==> src/rtl/sprite_engine_if.sv <==
// CPU register bus of the sprite engine: the address decoder and CPU drive the master side.
interface sprite_engine_if #(
  parameter int unsigned A = 7
);
  logic [A-1:0] addr;
  logic         cs;
  logic         rw;
  logic [7:0]   di;
  logic [7:0]   dout;

  modport master (output addr, output cs, output rw, output di, input dout);
  modport slave  (input addr, input cs, input rw, input di, output dout);
endinterface

==> src/rtl/sprite_engine.sv <==
// Multi-sprite generator: CPU register file, per-scanline row fetch during hsync,
// fixed-priority pixel render and sticky collision detection.
module sprite_engine #(
  parameter int unsigned N = 4,
  parameter int unsigned W = 8,
  parameter int unsigned H = 8,
  parameter int unsigned A = 7
) (
  input  logic           clk,
  input  logic           reset,
  sprite_engine_if.slave bus,
  input  logic [7:0]     hpos,
  input  logic [6:0]     vpos,
  input  logic           hsync,
  input  logic           vsync,
  output logic [3:0]     color,
  output logic           pixel
);
  localparam int unsigned IW = (N > 1) ? $clog2(N) : 1;
  localparam int unsigned SW = A - 4;
  localparam logic [A-1:0] COLL_ADDR = A'(N * 16);
  localparam logic [A-1:0] STAT_ADDR = A'(N * 16 + 1);

  typedef enum logic [1:0] {ST_IDLE, ST_FETCH, ST_DONE} state_e;

  logic [7:0]   x_q   [N];
  logic [6:0]   y_q   [N];
  logic         en_q  [N];
  logic [3:0]   pal_q [N];
  logic [7:0]   bmp_q [N][H];
  logic [N-1:0] coll_q, coll_d;

  logic [7:0]   sh_q   [N];
  logic [7:0]   sx_q   [N];
  logic [3:0]   scol_q [N];
  logic [N-1:0] act_q;

  state_e        state_q, state_d;
  logic [IW-1:0] idx_q, idx_d;
  logic          hsync_q;
  logic          fetch_c, last_c;

  logic [SW-1:0] slot_c;
  logic [3:0]    off_c;
  logic          in_slots_c, wr_c, rd_c, coll_rd_c;
  logic [7:0]    rdata_c;

  logic [6:0]   row_c;
  logic         hit_c;
  logic [7:0]   rowbits_c, fx_c;
  logic [3:0]   fpal_c;
  logic [N-1:0] opq_c;
  logic         multi_c;
  logic [3:0]   color_d;
  logic         pixel_d;

  assign slot_c     = bus.addr[A-1:4];
  assign off_c      = bus.addr[3:0];
  assign in_slots_c = bus.addr < COLL_ADDR;
  assign wr_c       = bus.cs & bus.rw;
  assign rd_c       = bus.cs & ~bus.rw;
  assign coll_rd_c  = rd_c & (bus.addr == COLL_ADDR);

  // CPU read mux
  always_comb begin
    rdata_c = 8'h00;
    if (in_slots_c) begin
      for (int s = 0; s < N; s++) begin
        if (slot_c == SW'(s)) begin
          case (off_c)
            4'd0:    rdata_c = x_q[s];
            4'd1:    rdata_c = {1'b0, y_q[s]};
            4'd2:    rdata_c = {en_q[s], 3'b000, pal_q[s]};
            default: begin
              for (int r = 0; r < H; r++)
                if (off_c == 4'(4 + r)) rdata_c = bmp_q[s][r];
            end
          endcase
        end
      end
    end else if (bus.addr == COLL_ADDR) begin
      rdata_c = 8'(coll_q);
    end else if (bus.addr == STAT_ADDR) begin
      rdata_c = {6'b000000, fetch_c, vsync};
    end
  end

  assign bus.dout = rd_c ? rdata_c : 8'h00;

  // CPU register writes; unused attribute bits are not stored
  always_ff @(posedge clk) begin
    if (reset) begin
      for (int s = 0; s < N; s++) begin
        x_q[s]   <= '0;
        y_q[s]   <= '0;
        en_q[s]  <= 1'b0;
        pal_q[s] <= '0;
        for (int r = 0; r < H; r++) bmp_q[s][r] <= '0;
      end
    end else if (wr_c && in_slots_c) begin
      for (int s = 0; s < N; s++) begin
        if (slot_c == SW'(s)) begin
          case (off_c)
            4'd0: x_q[s] <= bus.di;
            4'd1: y_q[s] <= bus.di[6:0];
            4'd2: begin
              en_q[s]  <= bus.di[7];
              pal_q[s] <= bus.di[3:0];
            end
            default: begin
              for (int r = 0; r < H; r++)
                if (off_c == 4'(4 + r)) bmp_q[s][r] <= bus.di;
            end
          endcase
        end
      end
    end
  end

  // Fetch FSM: state register
  always_ff @(posedge clk) begin
    if (reset) begin
      state_q <= ST_IDLE;
      idx_q   <= '0;
      hsync_q <= 1'b0;
    end else begin
      state_q <= state_d;
      idx_q   <= idx_d;
      hsync_q <= hsync;
    end
  end

  // Fetch FSM: next state
  always_comb begin
    state_d = state_q;
    idx_d   = idx_q;
    if (vsync) begin
      state_d = ST_IDLE;
      idx_d   = '0;
    end else begin
      case (state_q)
        ST_IDLE: if (hsync && !hsync_q) begin
          state_d = ST_FETCH;
          idx_d   = '0;
        end
        ST_FETCH: if (last_c) state_d = ST_DONE;
                  else        idx_d   = idx_q + IW'(1);
        ST_DONE:  if (!hsync) state_d = ST_IDLE;
        default:  state_d = ST_IDLE;
      endcase
    end
  end

  // Fetch FSM: outputs
  always_comb begin
    fetch_c = (state_q == ST_FETCH);
    last_c  = (idx_q == IW'(N - 1));
  end

  // Row selection for the sprite being fetched this cycle
  always_comb begin
    row_c     = '0;
    hit_c     = 1'b0;
    rowbits_c = '0;
    fx_c      = '0;
    fpal_c    = '0;
    for (int s = 0; s < N; s++) begin
      if (idx_q == IW'(s)) begin
        row_c  = vpos - y_q[s];
        hit_c  = en_q[s] && (row_c < 7'(H));
        fx_c   = x_q[s];
        fpal_c = pal_q[s];
        for (int r = 0; r < H; r++)
          if (row_c == 7'(r)) rowbits_c = bmp_q[s][r];
      end
    end
  end

  always_ff @(posedge clk) begin
    if (reset) begin
      for (int s = 0; s < N; s++) begin
        sh_q[s]   <= '0;
        sx_q[s]   <= '0;
        scol_q[s] <= '0;
      end
      act_q <= '0;
    end else if (vsync) begin
      act_q <= '0;
    end else if (fetch_c) begin
      for (int s = 0; s < N; s++) begin
        if (idx_q == IW'(s)) begin
          act_q[s] <= hit_c;
          if (hit_c) begin
            sh_q[s]   <= rowbits_c;
            sx_q[s]   <= fx_c;
            scol_q[s] <= fpal_c;
          end
        end
      end
    end
  end

  // Render: walk from highest index down so the lowest opaque index wins
  always_comb begin
    logic [7:0] col;
    col     = '0;
    opq_c   = '0;
    color_d = 4'h0;
    for (int s = int'(N) - 1; s >= 0; s--) begin
      col      = hpos - sx_q[s];
      opq_c[s] = act_q[s] && (col < 8'(W)) && sh_q[s][3'(7) - col[2:0]];
      if (opq_c[s]) color_d = scol_q[s];
    end
    pixel_d = |opq_c;
  end

  // A COLL read clears old bits but never drops a collision seen in the same cycle
  assign multi_c = |(opq_c & (opq_c - N'(1)));
  always_comb begin
    coll_d = (coll_rd_c ? '0 : coll_q) |
             ((multi_c && !hsync && !vsync) ? opq_c : '0);
  end

  always_ff @(posedge clk) begin
    if (reset) begin
      color  <= 4'h0;
      pixel  <= 1'b0;
      coll_q <= '0;
    end else begin
      color  <= color_d;
      pixel  <= pixel_d;
      coll_q <= coll_d;
    end
  end
endmodule

==> src/flat_wrapper.sv <==
// flat-port wrapper written by rule: the top's interface ports become plain ports
module sprite_engine_flat 
#(
  parameter int unsigned N = 4,
  parameter int unsigned W = 8,
  parameter int unsigned H = 8,
  parameter int unsigned A = 7
)
  (clk, reset, hpos, vpos, hsync, vsync, color, pixel, bus_addr, bus_cs, bus_rw, bus_di, bus_dout);
  sprite_engine_if #(.A(A)) bus_i ();
  input  logic clk;
  input  logic reset;
  input  logic [7:0] hpos;
  input  logic [6:0] vpos;
  input  logic hsync;
  input  logic vsync;
  output logic [3:0] color;
  output logic pixel;
  input wire logic [$bits(bus_i.addr)-1:0] bus_addr;
  input wire logic [$bits(bus_i.cs)-1:0] bus_cs;
  input wire logic [$bits(bus_i.rw)-1:0] bus_rw;
  input wire logic [$bits(bus_i.di)-1:0] bus_di;
  output wire logic [$bits(bus_i.dout)-1:0] bus_dout;
  assign bus_i.addr = bus_addr;
  assign bus_i.cs = bus_cs;
  assign bus_i.rw = bus_rw;
  assign bus_i.di = bus_di;
  assign bus_dout = bus_i.dout;
  sprite_engine #(.N(N), .W(W), .H(H), .A(A)) u_core (.clk(clk), .reset(reset), .bus(bus_i), .hpos(hpos), .vpos(vpos), .hsync(hsync), .vsync(vsync), .color(color), .pixel(pixel));
endmodule
==> config.mk <==
export PLATFORM = sky130hd
export DESIGN_NAME = sprite_engine_flat
export DESIGN_NICKNAME = d
export VERILOG_FILES = /design/src/rtl/sprite_engine_if.sv /design/src/rtl/sprite_engine.sv /design/src/flat_wrapper.sv
export SDC_FILE = /design/constraint.sdc
export NUM_CORES = 1
export LEC_CHECK = 0
export BUFFER_PORTS_ARGS = -buffer_cell sky130_fd_sc_hd__buf_2
export CORE_MARGIN = 2
export CORE_UTILIZATION = 45
export CTS_BUF_LIST = sky130_fd_sc_hd__clkbuf_2 sky130_fd_sc_hd__clkbuf_4 sky130_fd_sc_hd__clkbuf_8
export CTS_CLUSTER_SIZE = 16
export DETAILED_ROUTE_END_ITERATION = 10
export PLACE_DENSITY = 0.68
export SYNTH_ARGS = -nofsm -noshare
export SYNTH_HDL_FRONTEND = slang
export SYNTH_SLANG_ARGS = --single-unit
==> constraint.sdc <==
create_clock -name clk -period 5.8 [get_ports clk]
set_input_delay 1.16 -clock clk [delete_from_list [all_inputs] [get_ports clk]]
set_output_delay 1.16 -clock clk [all_outputs]
set_load 0.1 [all_outputs]
==> impl_metrics.csv <==
group,metric,value,unit
clock_tree,clk_transition_reported_paths,0.06,ns
clock_tree,cts_max_level,3,
floorplan,die_wd,244,um
pwr,sequentialPowerShare,44.5,%
pwr,power.leakage,10.9,nW
global_route,grt_pass1_vias,21400,
floorplan,num_io_pins,49,
detailed_routing,dr.pass1.iters,6,
timing,timing.setup.tns,0,ns
placed_design,place.detailed.hpwl,76.1,mm
clock_tree,cts_tree,"built",
worst_hold_path,holdPathEnd,"u_core.act_q[3]",
placed_design,globalplace.congestion,1.05,
clock_tree,worst_skew_pair.late_latency,0.71,ns
timing,min_period_over_period,96.2,%
floorplan,fp.dieH,244,um
critical_path,worst_path_largest_cell_delay,0.71,ns
finish,nFillCells,5185,
critical_path,critical_path_required_time,4.64,ns
pwr,power_report.internal_total,0.00584,W
synthesis,yosysWarnings,0,
clock_tree,post_cts_resized,0,
clock_tree,holdBufCountCts,0,
clock_tree,ctsLongestPathBuffers,3,
synthesis,synth.yosys.seq_area_share,49.7,%
floorplan,initial_cell_density_of_the_core,45.7,%
job,cap_violations,0,
timing,fmax,179,MHz
finish,area_delta_synth_final,13.0,%
global_route,globalRouteOverflowTotal,0,
global_route,wire_length_of_the_first_global_routing_pass,147,mm
finish,fin_area,29200,sq um
synthesis,dominantRegCellSynth,"sky130_fd_sc_hd__edfxtp_1",
timing,final-setup-viol-count,0,
critical_path,worstSetupEndpointType,"output port",
finish,sequential_cell_area,12900,sq um
run_status,outcome,"complete, no violations",
finish,nNetsFinal,2655,
clock_tree,cts-buffers-inserted,78,
timing,worst_case_headroom_to_the_max_slew_limit,12.0,%
floorplan,core-area,56600,sq um
timing,fin_worst_hold_slack,0.474,ns
timing,clock-skew-final,0.0420,ns
timing,timing.final.crit_period,5.58,ns
placed_design,portBuffers,48,
clock_tree,cts_root_buffer,"sky130_fd_sc_hd__clkbuf_8",
detailed_routing,via_per_inst,6.60,
global_route,grt_antenna_before_repair,6,
synthesis,netlist_area,25900,sq um
timing,finalHoldViolations,0,
detailed_routing,remaining_drc_errors,0,
detailed_routing,first_iter_violations,3243,
critical_path,crit_fanout,19,
pwr,power_frac_comb,18.5,%
clock_tree,post-cts-setup-buffer-count,0,
worst_hold_path,min_from,"u_core.act_q[3]",
critical_path,worst_r2r_startpoint,"u_core.y_q[0][0]",
global_route,pin_count_of_the_biggest_net_entering_global_routing,69,
detailed_routing,routed-via-count,22300,
worst_hold_path,hold_path_class,"flop to flop",
worst_hold_path,holdPathStages,2,
pwr,power.density_cell_area,285,nW/um^2
synthesis,ys_top_cells_by_area,"sky130_fd_sc_hd__edfxtp_1 48%, sky130_fd_sc_hd__and2_1 4.9%, sky130_fd_sc_hd__mux4_2 4.1%",
global_route,grt_use_total,34.0,%
detailed_routing,postRouteWirelength,103,mm
critical_path,path_common_cell,"sky130_fd_sc_hd__buf_4",
pwr,peakVddDrop,0.218,mV
synthesis,synth_area_leader_cell,"sky130_fd_sc_hd__edfxtp_1",
critical_path,cp_slowest_cell,"sky130_fd_sc_hd__a2111oi_0",
detailed_routing,wire_per_inst,30.4,um
floorplan,std_cell_rows,87,
synthesis,synth_cell_type_count,91,
clock_tree,cts.sink_count,434,
detailed_routing,detail-route-antenna-nets,0,
pwr,switchingPower,0.00250,W
critical_path,crit_path_cell_trace,"buf_2 -> or2_2 -> nor2_1 -> a211oi_1 -> nand3_1 -> a21oi_1 -> a2111oi_0 -> buf_4 -> nor3_1 -> a221oi_2 -> buf_4 -> buf_12",
synthesis,ys_seq_elements,434,
critical_path,cp_data_arrival_time,4.42,ns
synthesis,asyncSetResetFlopFracSynth,0,%
critical_path,worstRegToRegCells,10,
critical_path,reg2reg_to,"u_core.sh_q[0][6]",
timing,worst-slew-pin-transition,1.32,ns
timing,grt_setup_unrepaired,"false",
placed_design,placed_cell_area,27600,sq um
synthesis,yosysTopAreaCellShare,48.3,%
pwr,power.clock.fraction,37.0,%
critical_path,regToRegSetupSlack,1.63,ns
pwr,netSwitchingFraction,30.0,%
synthesis,synth-edff-count,416,
synthesis,post_synthesis_area_per_instance,10.5,sq um
synthesis,mappedNetlistNets,2565,
floorplan,design.die.area,59400,sq um
timing,timing_max_transition_violations_final,0,
critical_path,worst-setup-path-type,"primary input to output port",
critical_path,crit_path_start,"bus_addr[2]",
finish,post_route_cells_drive_above_1_share,15.8,%
finish,multi_input_logic_area,12000,sq um
synthesis,synthesis.instances,2465,
critical_path,start_kind,"primary input",
[cell type report]
type / instances / share of cell area (%)
inverter: 94 / 1.21
antenna: 2 / 0.0171
timing repair buffer: 181 / 4.84
clock inverter: 35 / 1.10
sequential: 434 / 44.0
tap: 756 / 3.24
multi-input combinational: 1766 / 41.1
clock buffer: 105 / 4.47
[registers in the layout, indices dropped and copies added (netlist names)]
name and cells:
u_core.coll_q 4, u_core.en_q 4, u_core.y_q 28, u_core.scol_q 16, u_core.bmp_q 256, u_core.hsync_q 1, u_core.pixel 1, u_core.state_q 2
u_core.x_q 32, u_core.color 4, u_core.sx_q 32, u_core.pal_q 16, u_core.idx_q 2, u_core.act_q 4, u_core.sh_q 32
[cell families (layout without fill, tap and decap cells)]
group,count (synthesis),after routing,share of synthesized area [%]
simple gates,822,822,16.2
compound gates,712,712,18.0
flops,434,434,49.7
buf+inv,265,415,4.04
mux,133,133,7.57
fa+ha+maj,64,64,3.33
xor+xnor,35,35,1.18
other cells,0,2,0
[worst max-delay path by stage]
| stage | end | slack (ns) | cells past startpoint |
|---|---|---|---|
| floorplan | bus_dout[6] | 0.03 | 10 |
| global placement | bus_dout[1] | 0.42 | 12 |
| detailed placement | bus_dout[1] | 0.35 | 12 |
| CTS | bus_dout[1] | 0.31 | 12 |
| global route | bus_dout[1] | 0.16 | 12 |
| finish | bus_dout[1] | 0.22 | 12 |
[synthesized netlist by cell type (12+ instances only)]
| master | number |
|---|---|
| sky130_fd_sc_hd__a21oi_1 | 209 |
| sky130_fd_sc_hd__buf_1 | 24 |
| sky130_fd_sc_hd__inv_1 | 91 |
| sky130_fd_sc_hd__nor4_1 | 15 |
| sky130_fd_sc_hd__o21a_1 | 16 |
| sky130_fd_sc_hd__a221oi_1 | 13 |
| sky130_fd_sc_hd__nor2b_1 | 30 |
| sky130_fd_sc_hd__edfxtp_1 | 416 |
| sky130_fd_sc_hd__nor3_1 | 38 |
| sky130_fd_sc_hd__and2_1 | 204 |
| sky130_fd_sc_hd__and3_1 | 27 |
| sky130_fd_sc_hd__o22ai_1 | 55 |
| sky130_fd_sc_hd__a211oi_1 | 23 |
| sky130_fd_sc_hd__mux2i_1 | 55 |
| sky130_fd_sc_hd__buf_2 | 32 |
| sky130_fd_sc_hd__a31oi_1 | 30 |
| sky130_fd_sc_hd__mux4_2 | 47 |
| sky130_fd_sc_hd__nand4_1 | 15 |
| sky130_fd_sc_hd__a21o_1 | 64 |
| sky130_fd_sc_hd__o221ai_1 | 16 |
| sky130_fd_sc_hd__o211ai_1 | 15 |
| sky130_fd_sc_hd__nand2_1 | 146 |
| sky130_fd_sc_hd__clkbuf_1 | 113 |
| sky130_fd_sc_hd__ha_1 | 56 |
| sky130_fd_sc_hd__o21ai_0 | 121 |
| sky130_fd_sc_hd__nand2b_1 | 22 |
| sky130_fd_sc_hd__nor2_1 | 239 |
| sky130_fd_sc_hd__mux2_2 | 31 |
| sky130_fd_sc_hd__a22oi_1 | 23 |
| sky130_fd_sc_hd__xnor2_1 | 25 |
| sky130_fd_sc_hd__or3_1 | 12 |
| sky130_fd_sc_hd__nand3_1 | 28 |
| sky130_fd_sc_hd__dfxtp_1 | 18 |
[power groups by stage]
stage          clock, W  sequential [W]  combinational, W
2_1_floorplan         0         0.00369          0.000936
3_3_place_gp          0         0.00376           0.00146
3_5_place_dp          0         0.00377           0.00147
4_1_cts         0.00311         0.00370           0.00148
5_1_grt         0.00324         0.00371           0.00161
6_report        0.00308         0.00371           0.00154
[worst max-delay path: cells and delay by family]
family / cells / cell delay (ns)
AOI/OAI and AO/OA: 4 / 1.10
buffers and inverters: 4 / 0.84
and+or+nand+nor: 4 / 1.29
[layer usage]
layer	global-route usage, %	up-vias	wire, um
met5	0	-	11
met4	14.0	2	4720
met3	8.04	271	12000
met2	51.3	1519	45000
met1	47.0	11000	40900
li1	-	9458	-
[placed cells by master (no fill, tap or decap), drive strengths merged, types with 25 or more instances in the layout]
cell type	instances
and3	27
clkinv	28
buf	181
ha	56
mux2	31
xnor2	25
a31oi	30
nor2	239
mux2i	55
nand3	28
edfxtp	416
a21oi	209
o22ai	55
nor2b	30
nand2	146
o21ai	124
inv	94
mux4	47
nor3	40
a21o	64
and2	205
clkbuf	105
[metrics by stage]
step                setup WS (ns)  utilization (%)  cells  total power (W)
detailed placement          0.350             48.7   3231          0.00524
floorplan                  0.0294                -   2465          0.00462
global placement            0.418             48.7   3231          0.00522
finish                      0.218             51.6   3373          0.00834
global route                0.157             51.6   3372          0.00856
CTS                         0.309             51.6   3371          0.00829
No activity file was read; power rests on OpenSTA's default activity.
